File: src/rtl/fwd_pkg.sv
// fwd_pkg
// Shared constants for the forwarding / load-use hazard unit.
//   - FWD_*  : 2-bit operand-select codes driven on fwd_a / fwd_b
//   - state_e: hazard FSM state encoding (IDLE, HOLD)
package fwd_pkg;

  localparam logic [1:0] FWD_REG = 2'd0;  // operand from register file
  localparam logic [1:0] FWD_MEM = 2'd1;  // operand from MEM-stage result
  localparam logic [1:0] FWD_EX  = 2'd2;  // operand from EX/ALU result
  localparam logic [1:0] FWD_WB  = 2'd3;  // operand from WB result

  typedef enum logic {
    IDLE = 1'b0,
    HOLD = 1'b1
  } state_e;

endpackage

File: src/rtl/fwd_operand_sel.sv
// fwd_operand_sel
// Compares one decode-stage source register against the EX, MEM and WB
// destinations and priority-encodes the operand select (EX > MEM > WB).
// Ports:
//   src_i, src_used_i            decode source register and its read-enable
//   ex_rd_i, ex_reg_write_i      EX destination / write-enable
//   mem_rd_i, mem_reg_write_i    MEM destination / write-enable
//   wb_rd_i, wb_reg_write_i      WB destination / write-enable
//   sel_o                        2-bit select (fwd_pkg FWD_* codes)
//   ex_match_o                   EX stage supplies this operand (used for load-use)
module fwd_operand_sel
  import fwd_pkg::*;
#(
  parameter int REG_AW = 5
) (
  input  logic [REG_AW-1:0] src_i,
  input  logic              src_used_i,
  input  logic [REG_AW-1:0] ex_rd_i,
  input  logic              ex_reg_write_i,
  input  logic [REG_AW-1:0] mem_rd_i,
  input  logic              mem_reg_write_i,
  input  logic [REG_AW-1:0] wb_rd_i,
  input  logic              wb_reg_write_i,
  output logic [1:0]        sel_o,
  output logic              ex_match_o
);

  logic ex_hit;
  logic mem_hit;
  logic wb_hit;

  // Register 0 is hard-wired to zero, so a zero destination never matches.
  assign ex_hit  = ex_reg_write_i  && (ex_rd_i  != {REG_AW{1'b0}}) && (ex_rd_i  == src_i) && src_used_i;
  assign mem_hit = mem_reg_write_i && (mem_rd_i != {REG_AW{1'b0}}) && (mem_rd_i == src_i) && src_used_i;
  assign wb_hit  = wb_reg_write_i  && (wb_rd_i  != {REG_AW{1'b0}}) && (wb_rd_i  == src_i) && src_used_i;

  assign ex_match_o = ex_hit;

  // Youngest producer wins: EX, then MEM, then WB, else register file.
  always_comb begin
    sel_o = FWD_REG;
    if (ex_hit) begin
      sel_o = FWD_EX;
    end else if (mem_hit) begin
      sel_o = FWD_MEM;
    end else if (wb_hit) begin
      sel_o = FWD_WB;
    end else begin
      sel_o = FWD_REG;
    end
  end

endmodule

File: src/rtl/forward_hazard_unit.sv
// forward_hazard_unit
// Operand-forwarding and load-use hazard controller for a 5-stage MIPS
// pipeline, placed at the ID/EX boundary.
// Ports:
//   clk, rst                         clock, synchronous active-high reset
//   dec_rs, dec_rt (+ _used)         decode-stage sources and read-enables
//   ex_rd, ex_reg_write, ex_mem_read EX destination, write-enable, load flag
//   mem_rd, mem_reg_write            MEM destination / write-enable
//   wb_rd, wb_reg_write              WB destination / write-enable
//   fwd_a, fwd_b                     operand selects (combinational)
//   stall, bubble_ex                 freeze PC+IF/ID, NOP into ID/EX (identical)
//   stall_cnt, fwd_cnt               saturating performance counters
// Build option: define FWD_PERF_CNT_EN to compile in the performance
// counters; otherwise stall_cnt and fwd_cnt are tied to zero.
module forward_hazard_unit
  import fwd_pkg::*;
#(
  parameter int REG_AW   = 5,
  parameter int LOAD_LAT = 1,
  parameter int CNT_W    = 16
) (
  input  logic              clk,
  input  logic              rst,
  input  logic [REG_AW-1:0] dec_rs,
  input  logic [REG_AW-1:0] dec_rt,
  input  logic              dec_rs_used,
  input  logic              dec_rt_used,
  input  logic [REG_AW-1:0] ex_rd,
  input  logic              ex_reg_write,
  input  logic              ex_mem_read,
  input  logic [REG_AW-1:0] mem_rd,
  input  logic [REG_AW-1:0] wb_rd,
  input  logic              mem_reg_write,
  input  logic              wb_reg_write,
  output logic [1:0]        fwd_a,
  output logic [1:0]        fwd_b,
  output logic              stall,
  output logic              bubble_ex,
  output logic [CNT_W-1:0]  stall_cnt,
  output logic [CNT_W-1:0]  fwd_cnt
);

  // The first stall cycle is spent in IDLE; HOLD covers the remaining
  // LOAD_LAT-1 cycles, with hold_cnt reaching 0 on the last one.
  localparam bit         MULTI_CYCLE = (LOAD_LAT > 1);
  localparam logic [1:0] HOLD_INIT   = MULTI_CYCLE ? 2'(LOAD_LAT - 2) : 2'd0;

  logic [1:0] sel_a;
  logic [1:0] sel_b;
  logic       ex_match_a;
  logic       ex_match_b;
  logic       load_use_haz;
  logic       stall_raw;
  state_e     state_q;
  state_e     state_d;
  logic [1:0] hold_cnt_q;
  logic [1:0] hold_cnt_d;

  fwd_operand_sel #(.REG_AW(REG_AW)) u_sel_a (
    .src_i           (dec_rs),
    .src_used_i      (dec_rs_used),
    .ex_rd_i         (ex_rd),
    .ex_reg_write_i  (ex_reg_write),
    .mem_rd_i        (mem_rd),
    .mem_reg_write_i (mem_reg_write),
    .wb_rd_i         (wb_rd),
    .wb_reg_write_i  (wb_reg_write),
    .sel_o           (sel_a),
    .ex_match_o      (ex_match_a)
  );

  fwd_operand_sel #(.REG_AW(REG_AW)) u_sel_b (
    .src_i           (dec_rt),
    .src_used_i      (dec_rt_used),
    .ex_rd_i         (ex_rd),
    .ex_reg_write_i  (ex_reg_write),
    .mem_rd_i        (mem_rd),
    .mem_reg_write_i (mem_reg_write),
    .wb_rd_i         (wb_rd),
    .wb_reg_write_i  (wb_reg_write),
    .sel_o           (sel_b),
    .ex_match_o      (ex_match_b)
  );

  // Both operands hitting the same load still form a single hazard.
  assign load_use_haz = ex_mem_read && (ex_match_a || ex_match_b);

  // Hazard FSM state and hold down-counter registers.
  always_ff @(posedge clk) begin
    if (rst) begin
      state_q    <= IDLE;
      hold_cnt_q <= 2'd0;
    end else begin
      state_q    <= state_d;
      hold_cnt_q <= hold_cnt_d;
    end
  end

  // Hazard FSM next-state and raw stall request.
  always_comb begin
    state_d    = state_q;
    hold_cnt_d = hold_cnt_q;
    stall_raw  = 1'b0;
    case (state_q)
      IDLE: begin
        stall_raw = load_use_haz;
        if (load_use_haz && MULTI_CYCLE) begin
          state_d    = HOLD;
          hold_cnt_d = HOLD_INIT;
        end else begin
          state_d    = IDLE;
        end
      end
      HOLD: begin
        // Inputs are ignored here; the hazard is re-checked back in IDLE.
        stall_raw = 1'b1;
        if (hold_cnt_q == 2'd0) begin
          state_d = IDLE;
        end else begin
          hold_cnt_d = hold_cnt_q - 2'd1;
        end
      end
      default: begin
        state_d    = IDLE;
        hold_cnt_d = 2'd0;
      end
    endcase
  end

  // Reset overrides the outputs in the same cycle, including mid-HOLD.
  assign stall     = rst ? 1'b0 : stall_raw;
  assign bubble_ex = stall;
  assign fwd_a     = rst ? FWD_REG : sel_a;
  assign fwd_b     = rst ? FWD_REG : sel_b;

`ifdef FWD_PERF_CNT_EN
  logic [CNT_W-1:0] stall_cnt_q;
  logic [CNT_W-1:0] fwd_cnt_q;

  // Saturating stall-cycle and forwarding-cycle counters.
  always_ff @(posedge clk) begin
    if (rst) begin
      stall_cnt_q <= {CNT_W{1'b0}};
      fwd_cnt_q   <= {CNT_W{1'b0}};
    end else begin
      if (stall && (stall_cnt_q != {CNT_W{1'b1}})) begin
        stall_cnt_q <= stall_cnt_q + CNT_W'(1);
      end
      // One count per cycle regardless of how many operands forward.
      if (((fwd_a != FWD_REG) || (fwd_b != FWD_REG)) && (fwd_cnt_q != {CNT_W{1'b1}})) begin
        fwd_cnt_q <= fwd_cnt_q + CNT_W'(1);
      end
    end
  end

  assign stall_cnt = stall_cnt_q;
  assign fwd_cnt   = fwd_cnt_q;
`else
  assign stall_cnt = {CNT_W{1'b0}};
  assign fwd_cnt   = {CNT_W{1'b0}};
`endif

endmodule

File: config.mk
export PLATFORM = sky130hd
export DESIGN_NAME = forward_hazard_unit
export DESIGN_NICKNAME = d
export VERILOG_FILES = /design/src/rtl/fwd_pkg.sv /design/src/rtl/fwd_operand_sel.sv /design/src/rtl/forward_hazard_unit.sv
export SDC_FILE = /design/constraint.sdc
export NUM_CORES = 1
export LEC_CHECK = 0
export CAP_MARGIN = 20
export CORE_MARGIN = 3
export CORE_UTILIZATION = 36
export CTS_BUF_LIST = sky130_fd_sc_hd__clkbuf_8
export DETAILED_ROUTE_END_ITERATION = 7
export GPL_ROUTABILITY_DRIVEN = 1
export PLACE_DENSITY = 0.95
export REMOVE_ABC_BUFFERS = 1
export SETUP_SLACK_MARGIN = 0.3
export SYNTH_ARGS = -nofsm -noshare
export SYNTH_HDL_FRONTEND = slang
export SYNTH_SLANG_ARGS = --single-unit
File: constraint.sdc
create_clock -name clk -period 4.6 [get_ports clk]
set_input_delay 0.92 -clock clk [delete_from_list [all_inputs] [get_ports clk]]
set_output_delay 0.92 -clock clk [all_outputs]
set_load 0.05 [all_outputs]
# Word-level counts from Yosys, hierarchy flattened
# Cells that the tools add are included.
[totals]
ff_bits = 3
out_inout_bits = 38
elab_cells = 45
[op_classes]
n_addsub = 1
eq_ne = 6
muxes = 12
bitwise = 2
reduce_logical = 22
[op_table]
columns = ["operator", "count"]
rows = [
  ["equality test 5 bit", 6],
  ["logical AND 1 bit", 16],
  ["two-way mux 2 bit", 8],
  ["nonzero test 5 bit", 3],
  ["case mux 1 bit (2 select lines)", 2],
  ["zero test 2 bit", 1],
  ["two-way mux 1 bit", 2],
  ["NOT 1 bit", 2],
  ["AND reduction 2 bit", 1],
  ["subtractor 2 x 1 -> 2 bit (second input constant)", 1],
  ["logical OR 1 bit", 1],
]

# Depth between registers and ports, before layout
[depth]
ltp_word = 8
depth_mapped = 6

# Cells and area by module
# Synthesis repeated with hierarchy kept, for this count alone.
[unflattened]
hier_cells = 119
area_unflattened_um2 = 934.6
[modules_own_cells]
columns = ["module", "instances", "cells_each", "area_each_um2"]
rows = [
  ["fwd_operand_sel", 2, 32, 245.2],
  ["forward_hazard_unit", 1, 55, 444.2],
]

# Worst setup path after synthesis
# Ideal clock, no wire load.
[synth_path]
kind = "in2out"
from = "input dec_rt[1]"
to = "output stall"
arrival_time_ns = 3.219
t_required_ns = 3.680
slack_ns = 0.461
stages = 5
n_path_buf = 1
cell_sequence = "xor2_1 -> nor4_1 -> a31oi_1 -> o32ai_1 -> buf_4"
[synth_between]
elab_chain_cells = 7
[synth_lines]
columns = ["item", "line", "text"]
rows = [
  ["from (decl)", "forward_hazard_unit.sv:25", "input logic [REG_AW-1:0] dec_rt,"],
  ["equality test 5 bit", "fwd_operand_sel.sv:33", "assign ex_hit = ex_reg_write_i && (ex_rd_i != {REG_AW{1'b0}}) && (ex_rd_i == src_i) && src_used_i;"],
  ["logical AND 1 bit (2 in a row)", "fwd_operand_sel.sv:33", ""],
  ["logical OR 1 bit", "forward_hazard_unit.sv:86", "assign load_use_haz = ex_mem_read && (ex_match_a || ex_match_b);"],
  ["logical AND 1 bit", "forward_hazard_unit.sv:86", ""],
  ["case mux 1 bit (2 select lines)", "forward_hazard_unit.sv:104", "case (state_q)"],
  ["two-way mux 1 bit", "forward_hazard_unit.sv:131", "assign stall = rst ? 1'b0 : stall_raw;"],
  ["to (decl)", "forward_hazard_unit.sv:37", "output logic stall,"],
]
# No other way between the ends.

# Worst setup path after layout
[layout_path]
from = "input mem_rd[4]"
to = "output fwd_a[0]"
[layout_between]
elab_chain_cells = 7
[layout_lines]
columns = ["item", "line", "text"]
rows = [
  ["from (decl)", "forward_hazard_unit.sv:31", "input logic [REG_AW-1:0] mem_rd,"],
  ["nonzero test 5 bit", "fwd_operand_sel.sv:34", "assign mem_hit = mem_reg_write_i && (mem_rd_i != {REG_AW{1'b0}}) && (mem_rd_i == src_i) && src_used_i;"],
  ["logical AND 1 bit", "fwd_operand_sel.sv:34", ""],
  ["logical AND 1 bit (*) (2 in a row)", "fwd_operand_sel.sv:34", ""],
  ["two-way mux 2 bit (*)", "fwd_operand_sel.sv:44", "end else if (mem_hit) begin"],
  ["two-way mux 2 bit (*)", "fwd_operand_sel.sv:42", "if (ex_hit) begin"],
  ["two-way mux 2 bit (*)", "forward_hazard_unit.sv:133", "assign fwd_a = rst ? FWD_REG : sel_a;"],
  ["to (decl)", "forward_hazard_unit.sv:35", "output logic [1:0] fwd_a,"],
]
# Mark *: on every way between the ends. The rest lies on a longest branch, timed or not.

==> results.json <==
{
  "cts_buffer_depth": 2,
  "cts_sinks": 3,
  "nFillCells": 221,
  "clkTransAtPathRegs_ps": 30,
  "final_nets": 187,
  "grt_max_degree": 10,
  "dpl.cell_count": 176,
  "slew-limit-headroom_pct": 66.09,
  "num_vias": 775,
  "grt_antenna_before_repair": 0,
  "synth.area.top_cells": "buf_4 29%, xnor2_1 19%, xor2_1 12%, dfxtp_1 7.0%, nor2_1 3.0%",
  "grt_usage_pct": 14.18,
  "dr.pass1.iters": 4,
  "yosys-top-cells-count": "33 x buf_4, 19 x xnor2_1, 12 x xor2_1",
  "p_int_uw": 125.7,
  "hold_viol": 0,
  "slowest_stage": "clkdlybuf4s50_1",
  "slew_viol_final": 0,
  "hold_ws_ps": 462.7,
  "place.gp.congestion": 0.9394,
  "ir_worst_vdd_uv": 218.0,
  "p_switching_uw": 104.6,
  "fin_crit_ps": 4149,
  "synth_top_area_share_pct": 28.70,
  "cts_setup_buffers": 0,
  "core_area_um2": 2233,
  "synth-compound-area-share_pct": 6.812,
  "worstSkewPairLatency_ps": 210,
  "max_freq_mhz": 241.0,
  "die_y_um": 54.97,
  "status": "completed",
  "swShare_pct": 45.43,
  "numCtsBuffers": 3,
  "cpMostUsedCell": "clkdlybuf4s50_1",
  "cts_tree": "done",
  "critPathKind": "in -> out",
  "rsz0062_at_grt": "no",
  "cts-root-buf": "clkbuf_8",
  "rows": 17,
  "synth.most_common_cell": "buf_4",
  "grt_pass1_wl_um": 3056,
  "die_w_um": 54.97,
  "synth_top_family_by_area": "buffers and inverters",
  "htree_levels": 1,
  "required_ps": 3680,
  "area_growth_pct": 36.52,
  "skew_ps": 1.255,
  "synth_warnings": 0,
  "synth_fa_ha_area_share_pct": 1.449,
  "pwr-share-clk_pct": 31.8,
  "vias_per_cell": 4.306,
  "yosys.area_share.simple_pct": 21.16,
  "async_flop_share_pct": 0,
  "drt-total-wl_um": 2077,
  "seqPwrFrac_pct": 11.4,
  "grt_overflow": 0,
  "ys_seq_area_share_pct": 6.957,
  "worstSetupStartpointType": "primary input",
  "synth_area_leader_cell": "buf_4",
  "wl_per_cell_um": 11.54,
  "leakage_uw": 0.0004976,
  "synth_xor_area_share_pct": 31.45,
  "io_pins": 71,
  "hold_class": "reg -> reg",
  "drive_above_1_share_pct": 7.237,
  "path_cells": "clkdlybuf4s50_1, or4_1, o21ai_0, nand4b_1, nand2b_1, and2_1, clkdlybuf4s50_1",
  "insertedDiodeCount": 0,
  "place.port_buffers": 38,
  "finalCritPeriodShare_pct": 90.19,
  "die_area_um2": 3022,
  "finalSetupViolCount": 0,
  "combPwrFrac_pct": 56.8,
  "synth_seq_cells": 3,
  "synthCells": 113,
  "synth_flop_cell": "dfxtp_1",
  "critical_path.top_delay_family": "buffers and inverters",
  "end_kind": "output port",
  "ys_types": 27,
  "max-cap-violations": 0,
  "cp_num_buf_inv": 2,
  "slowest_delay_ps": 690,
  "avgSynthCellArea_um2": 7.640,
  "dpl.hpwl_um": 1845,
  "synth_edf_count": 0,
  "grt_pass1_vias": 705,
  "ctsResizeCount": 0,
  "netlist_area_um2": 863.3,
  "post-route-drc-count": 0,
  "worstMarginPinSlew_ps": 507.8,
  "setup.reg_to_reg.worst_slack_ps": 3480,
  "fin_cells": 180,
  "total_power_uw": 230.3,
  "synth.mux.area_fraction_pct": 0,
  "start_util_pct": 38.66,
  "cts_hold_buf": 0,
  "powerDensity_nw_per_um2": 195.4,
  "drtAntennaViolNets": 0,
  "cp.arrival_ps": 3230,
  "cp_max_fo": 3,
  "drt_iter0_markers": 10
}
-- power groups by stage --
stage | sequential, µW | clock, µW | combinational, µW
2_1_floorplan | 26.6 | 0 | 85.6
3_3_place_gp | 26.6 | 0 | 128
3_5_place_dp | 26.6 | 0 | 130
4_1_cts | 26.2 | 75.0 | 130
5_1_grt | 26.2 | 79.6 | 139
6_report | 26.2 | 73.2 | 131
-- flip-flops by register name, indices dropped and copies added, names as in the netlist --
name and cells:
state_q 1, hold_cnt_q 2
-- final timing paths --
check / endpoint / depth (start not counted) / start
worst max-delay path: fwd_a[0] / 7 / mem_rd[4]
worst min-delay path: state_q / 2 / state_q
worst max register to register: hold_cnt_q[1] / 5 / hold_cnt_q[0]
worst min register to register: state_q / 2 / state_q
-- logic make-up (layout without fill, tap and decap cells) --
kind of cell | Yosys count | after routing
buffers and inverters | 38 | 46
adders and majority gates | 1 | 1
DFF | 3 | 3
other | 1 | 32
AOI/OAI and AO/OA | 8 | 8
xor gates and xnor gates | 31 | 31
and+or+nand+nor | 31 | 31
-- per-stage QoR --
step / setup WS, ps / util, % / TNS, ps / area (µm²)
finish: 451.4 / 52.77 / 0 / 1179
global route: 394.1 / 52.77 / 0 / 1179
CTS: 341.8 / 52.55 / 0 / 1174
detailed placement: 340.7 / 50.53 / 0 / 1129
global placement: 381.5 / 50.53 / 0 / 1129
floorplan: -171.0 / - / -342.0 / 720.7
-- cell usage in the layout, fill, tap and decap left out, types with 3 or more instances in the layout --
cell / netlist / final
xnor2_1: 19 / 19
nor4_1: 3 / 3
inv_1: 4 / 5
or4_1: 3 / 3
dfxtp_1: 3 / 3
xor2_1: 12 / 12
nand2_1: 4 / 4
clkbuf_8: 0 / 3
conb_1: 1 / 32
clkdlybuf4s50_1: 0 / 33
nor2_1: 7 / 7
nand4_1: 3 / 3
buf_4: 33 / 3
nor3_1: 4 / 4
-- cell type report --
cell class	instances	area [µm²]	share of cell area, %
timing repair buffer	38	377.9	32.06
multi-input combinational	103	645.6	54.78
inverter	4	15.01	1.274
sequential	3	60.06	5.096
tap	28	35.03	2.972
clock inverter	1	3.754	0.3185
clock buffer	3	41.29	3.503
-- metal layers --
layer / wire length [µm] / vias up / global-route usage [%]
met5: 0 / - / 0
met4: 47 / 0 / 5.263
met3: 159 / 4 / 3.753
met2: 1072 / 36 / 26.77
met1: 798 / 344 / 14.79
li1: - / 391 / -
-- worst reg2reg max path, cell delays in order, from the launching register on --
cell	delay [ps]
dfxtp_1	330
inv_1	50
ha_1	200
nor2_1	200
nor2_1	60
a211oi_1	200
No activity file was read; power rests on OpenSTA's default activity.
